--- config.mk ---
export PLATFORM = sky130hd
export DESIGN_NAME = tty_printer
export DESIGN_NICKNAME = d
export VERILOG_FILES = /design/src/rtl/pdp8_iot_pkg.sv /design/src/rtl/baud_gen.sv /design/src/rtl/tty_printer.sv
export SDC_FILE = /design/constraint.sdc
export NUM_CORES = 1
export LEC_CHECK = 0
export CAP_MARGIN = 40
export CORE_UTILIZATION = 30
export DETAILED_ROUTE_END_ITERATION = 10
export GPL_TIMING_DRIVEN = 1
export SYNTH_ARGS = -nofsm -noshare
export SYNTH_HDL_FRONTEND = slang
export SYNTH_SLANG_ARGS = --single-unit
--- constraint.sdc ---
create_clock -name clk -period 5.15 [get_ports clk]
set_input_delay 1.03 -clock clk [delete_from_list [all_inputs] [get_ports clk]]
set_output_delay 1.03 -clock clk [all_outputs]
set_load 0.1 [all_outputs]
--- src/rtl/pdp8_iot_pkg.sv ---
// Shared PDP-8 IOT definitions: device codes and the teleprinter FSM state encoding.
package pdp8_iot_pkg;

  localparam logic [2:0] DEV_KBD = 3'b011;
  localparam logic [2:0] DEV_TTY = 3'b100;

  typedef enum logic [1:0] {
    IDLE  = 2'd0,
    START = 2'd1,
    DATA  = 2'd2,
    STOP  = 2'd3
  } tty_state_t;

endpackage

--- src/rtl/baud_gen.sv ---
// Bit-period timer: down-counts CLKS_PER_BIT cycles while run is high and pulses bit_tick
// on the last cycle of each period; restart reloads so the next period is a full one.
module baud_gen #(
  parameter int CLKS_PER_BIT = 868
) (
  input  logic clk,
  input  logic reset_n,
  input  logic restart,
  input  logic run,
  output logic bit_tick
);

  localparam logic [15:0] RELOAD = 16'(CLKS_PER_BIT - 1);

  logic [15:0] cnt;

  always_ff @(posedge clk or negedge reset_n) begin
    if (!reset_n) begin
      cnt <= 16'd0;
    end else if (restart) begin
      cnt <= RELOAD;
    end else if (run) begin
      if (cnt == 16'd0) begin
        cnt <= RELOAD;
      end else begin
        cnt <= cnt - 16'd1;
      end
    end
  end

  assign bit_tick = run && (cnt == 16'd0);

endmodule

--- src/rtl/tty_printer.sv ---
// PDP-8 teleprinter (device 4): latches a character on a load strobe and sends it 8N1 on txd.
// The printer flag (ready) is set when the stop bit ends and cleared by the clear strobe.
module tty_printer
  import pdp8_iot_pkg::*;
#(
  parameter int CLKS_PER_BIT = 868
) (
  input  logic       clk,
  input  logic       reset_n,
  input  logic       load,
  input  logic       clear,
  input  logic [7:0] dataout,
  output logic       ready,
  output logic       clearacc,
  output logic [7:0] datain,
  output logic       busy,
  output logic       txd
);

  tty_state_t state;
  tty_state_t state_next;

  logic       load_q;
  logic       clear_q;
  logic       load_edge;
  logic       clear_edge;
  logic [7:0] shreg;
  logic [2:0] bit_idx;
  logic       bit_tick;
  logic       start_frame;
  logic       frame_done;

  assign load_edge  = load  && !load_q;
  assign clear_edge = clear && !clear_q;

  assign clearacc = 1'b0;
  assign datain   = 8'h00;

  baud_gen #(
    .CLKS_PER_BIT(CLKS_PER_BIT)
  ) u_baud_gen (
    .clk     (clk),
    .reset_n (reset_n),
    .restart (start_frame),
    .run     (busy),
    .bit_tick(bit_tick)
  );

  always_ff @(posedge clk or negedge reset_n) begin
    if (!reset_n) begin
      state   <= IDLE;
      load_q  <= 1'b0;
      clear_q <= 1'b0;
    end else begin
      state   <= state_next;
      load_q  <= load;
      clear_q <= clear;
    end
  end

  // Load edges outside IDLE fall through untouched, so a busy printer drops the character.
  always_comb begin
    state_next  = state;
    start_frame = 1'b0;
    frame_done  = 1'b0;
    case (state)
      IDLE: begin
        if (load_edge) begin
          state_next  = START;
          start_frame = 1'b1;
        end
      end
      START: begin
        if (bit_tick) state_next = DATA;
      end
      DATA: begin
        if (bit_tick && (bit_idx == 3'd7)) state_next = STOP;
      end
      STOP: begin
        if (bit_tick) begin
          state_next = IDLE;
          frame_done = 1'b1;
        end
      end
      default: state_next = IDLE;
    endcase
  end

  always_comb begin
    txd  = 1'b1;
    busy = 1'b1;
    case (state)
      IDLE:    busy = 1'b0;
      START:   txd  = 1'b0;
      DATA:    txd  = shreg[0];
      STOP:    txd  = 1'b1;
      default: busy = 1'b0;
    endcase
  end

  always_ff @(posedge clk or negedge reset_n) begin
    if (!reset_n) begin
      shreg   <= 8'h00;
      bit_idx <= 3'd0;
    end else if (start_frame) begin
      shreg <= dataout;
    end else if ((state == DATA) && bit_tick) begin
      shreg   <= {1'b0, shreg[7:1]};
      bit_idx <= bit_idx + 3'd1;
    end
  end

  // Set has priority so a clear landing on the completion cycle cannot lose the flag.
  always_ff @(posedge clk or negedge reset_n) begin
    if (!reset_n) begin
      ready <= 1'b0;
    end else if (frame_done) begin
      ready <= 1'b1;
    end else if (clear_edge) begin
      ready <= 1'b0;
    end
  end

endmodule

==> impl.org <==
** Outcome
- Outcome :: complete, no violations

** Clock tree
- Number of buffers created by CTS :: 5
- Post-cts gate resize count :: 0
- CTS Buffer Depth :: 2
- Count of hold buffers inserted by post-cts repair :: 0
- Clock transition at the register clock pins on the worst setup and hold paths after CTS :: 0.07 ns
- The number of setup buffers added after CTS is 0.
- The later pin in the worst-skew pair is clocked with a latency of 0.29 ns.
- Number of sinks driven by the clock tree :: 32
- CTS tree :: done
- Number of H-tree branching levels :: 2
- The cell sitting at the root of the clock tree is a clkbuf_8.

** Drt
- Number of optimization iterations in the first detailed-route pass :: 4
- DRT antenna net count :: 0
- For this run, design rule violations remaining after detail routing come to 0.
- Dividing the detail-routed via count by the number of cells gives approximately 4.7.
- WL final :: 3150 um
- Initial detailed-routing violation count :: 54
- Post-DR wirelength/cell :: 11.9 um
- Vias :: around 1200

** Global route
- The initial antenna violation count is 0.
- Maximum number of pins on one net before global-route repair :: 33
- Number of global-route vias before repair :: ~1200
- Global router's overall resource usage :: 0.117
- Total global routing overflow :: 0
- The first global-routing pass estimated 5340 um of wire.

** Worst hold path
- Worst hold path endpoint :: bit_idx[0]
- Counting instances, the worst hold path has a depth of 1.
- The tightest min-delay check is of the reg2reg type.
- The startpoint identified for the worst hold timing path is bit_idx[0].

** Floorplan
- Die extent in x :: a little under 80 um
- The die is 77.4 um tall.
- Starting density of the core :: 0.310
- In this run the standard cell core region covers between 5000 and 6000 sq um.
- 24 I/O pins were placed.
- The floorplan step defined a die boundary enclosing 5990 sq um.
- Number of cell rows :: 27

** Cells and area
- Of the cells placed in the final design, the portion with a size suffix greater than 1 is 0.120.
- Inserted Diodes :: 0
- At the end of the flow the core is filled with cells to 0.370.
- Net total in the final layout :: 210
- The area growth from synthesis to layout is 19.3%.

** Setup path
- The worst register-to-register path begins at u_baud_gen.cnt[12].
- Setup slack on the worst reg-to-reg path comes out at 2.60 ns.
- STA puts the critical path data arrival time at around 2.0 ns.
- Required time of the critical path :: 4.12 ns
- Kind of end point of the critical path :: output pin
- Element type at the critical path start :: flip-flop
- Of all nets on the critical path, the largest fanout is 11.
- The worst register-to-register path ends at bit_idx[1].
- The setup path with the least slack is of type reg2out.
- Measured in cells, the most critical reg-to-reg path has a length of 4.

** Job
- Max-cap violations :: 0

** Synthesis
- Top post-synthesis cells by area :: dfrtp_1 47%, ha_1 5.1%, mux2i_1 4.1%
- Count of distinct cell types in the synthesized netlist :: 37
- Post-synth top area cell :: dfrtp_1
- Dominant synthesized flop cell :: dfrtp_1
- Synthesized instance count :: 173
- Average instance area after synthesis :: 9.86 sq um
- Sequential cell area fraction in the yosys report :: 0.469
- After synthesis the netlist holds a flip-flop and latch count of 32.
- Fraction of post-synthesis cell area in the top cell type by area :: 0.469
- Mapped cell area :: 1710 sq um
- Async set-reset flop share out of synthesis :: 1.00
- Warning count from the yosys run :: 0
- Counting flops with a built-in enable in the synthesized netlist gives 0.

** Timing
- Headroom to the max-slew limit :: 0.503
- The number of max-slew violations in the final report was 0.
- Post-route clock period utilization :: 0.588
- Fmax achieved :: 330 MHz
- Clock skew on the completed layout was measured at between 0.007 and 0.008 ns.
- The routed design could run at a clock period as short as 3.03 ns.
- Setup repair after global routing missed its margin :: no
- At the pin with the least slew margin, the transition time is 0.746 ns.
- Total negative slack for setup checks :: 0 ns
- The number of hold-slack violations in the final timing report is 0.
- Setup violations remaining at the end of the flow were counted as 0.

** Pwr
- Summed over all cells, the static leakage comes to 0.931 nW.
- Largest voltage drop on the vdd net :: 0.000347 V
- Cell area power density :: 523 nW/um^2

** Place
- Count of buffers inserted at the top-level ports :: 14
- Placed wire-length estimate after detailed placement :: 2230 um
- Routability congestion estimate :: 0.753
==> worst max-delay path, stage by stage, from the launching register on <==
cell and delay (ns):
dfrtp_1 0.41, inv_1 0.09, ha_1 0.32, inv_1 0.15
clkdlybuf4s50_1 0.53, buf_8 0.20
==> where the power goes <==
group	internal, W	total, W	leakage (nW)	switching [W]
clock	0.000143	0.000237	0.0552	0.0000937
combinational	0.000176	0.000453	0.489	0.000277
sequential	0.000321	0.000375	0.386	0.0000538
total	0.000641	0.00107	0.931	0.000424
==> area by class of cell <==
type                            instances  area (sq um)
Fill cell                             552          3470
Multi-Input combinational cell        125           811
Sequential cell                        32           801
Timing Repair Buffer                   18           193
Tap cell                               72          90.1
Clock buffer                            6          72.6
Clock inverter                          2          35.0
Inverter                                9          33.8
==> cell usage after synthesis (all sizes together) (2+ instances only) <==
| cell | instances |
|---|---|
| dfrtp | 32 |
| nor2 | 17 |
| nand2 | 12 |
| a21oi | 11 |
| buf | 11 |
| o21ai | 10 |
| inv | 9 |
| ha | 7 |
| mux2i | 7 |
| nor4 | 6 |
| a22o | 5 |
| nor3 | 5 |
| or3 | 5 |
| xnor2 | 5 |
| clkbuf | 4 |
| or4 | 4 |
| mux2 | 3 |
| or2 | 3 |
| a21o | 2 |
| and2 | 2 |
| nand2b | 2 |
| nand3 | 2 |
==> worst max-delay path by stage <==
stage	startpoint	to	slack, ns	depth (start not counted)
finish	state[0]	busy	2.12	5
global route	state[0]	busy	1.98	5
CTS	state[0]	busy	2.11	5
detailed placement	load	state[1]	2.14	6
global placement	state[0]	busy	2.10	4
floorplan	state[0]	txd	1.31	3
==> sequential cells by signal (all words and copies together), names as in the netlist <==
| name | count |
|---|---|
| shreg | 8 |
| u_baud_gen.cnt | 16 |
| bit_idx | 3 |
| ready | 1 |
| load_q | 1 |
| state | 2 |
| clear_q | 1 |
==> routing by layer <==
metal | global-route usage | up-vias | part of all wire | routed length (um)
met3 | 0.0435 | 7 | 0.039 | 123
met5 | 0 | - | 0 | 0
met1 | 0.150 | 584 | 0.51 | 1590
li1 | - | 625 | - | -
met4 | 0.0623 | 0 | 0.022 | 68
met2 | 0.171 | 20 | 0.43 | 1360
==> stage by stage <==
stage	worst slack, ns	area [sq um]	std cells	hold WS, ns	power [W]
4_1_cts	2.11	2040	264	0.488	0.00108
3_3_place_gp	2.10	1880	253	0.469	0.000791
3_5_place_dp	2.14	1930	256	0.478	0.000835
2_1_floorplan	1.31	1740	181	0.453	0.000709
5_1_grt	1.98	2040	264	0.528	0.00114
6_report	2.12	2040	264	0.486	0.00107
==> layout by cell type (no fill, tap or decap), types with 2 or more instances in the layout <==
cell             count
dfrtp_1             32
nor2_1              17
clkdlybuf4s50_1     14
nand2_1             12
a21oi_1             11
o21ai_0             10
inv_1                9
conb_1               9
mux2i_1              7
ha_1                 7
nor4_1               6
xnor2_1              5
nor3_1               5
a22o_1               5
clkbuf_8             5
or2_2                3
or3_1                3
mux2_2               3
buf_8                3
nand2b_1             2
nand3_1              2
and2_1               2
a21o_1               2
or4_1                2
==> cell families after synthesis <==
| group | Yosys count | synth area share |
|---|---|---|
| flops | 32 | 0.469 |
| mux | 10 | 0.0609 |
| other cells | 1 | 0.00220 |
| xor+xnor | 5 | 0.0257 |
| compound gates | 34 | 0.130 |
| fa+ha+maj | 7 | 0.0513 |
| buf+inv | 24 | 0.0733 |
| simple gates | 60 | 0.188 |
No activity file was read; power rests on OpenSTA's default activity.
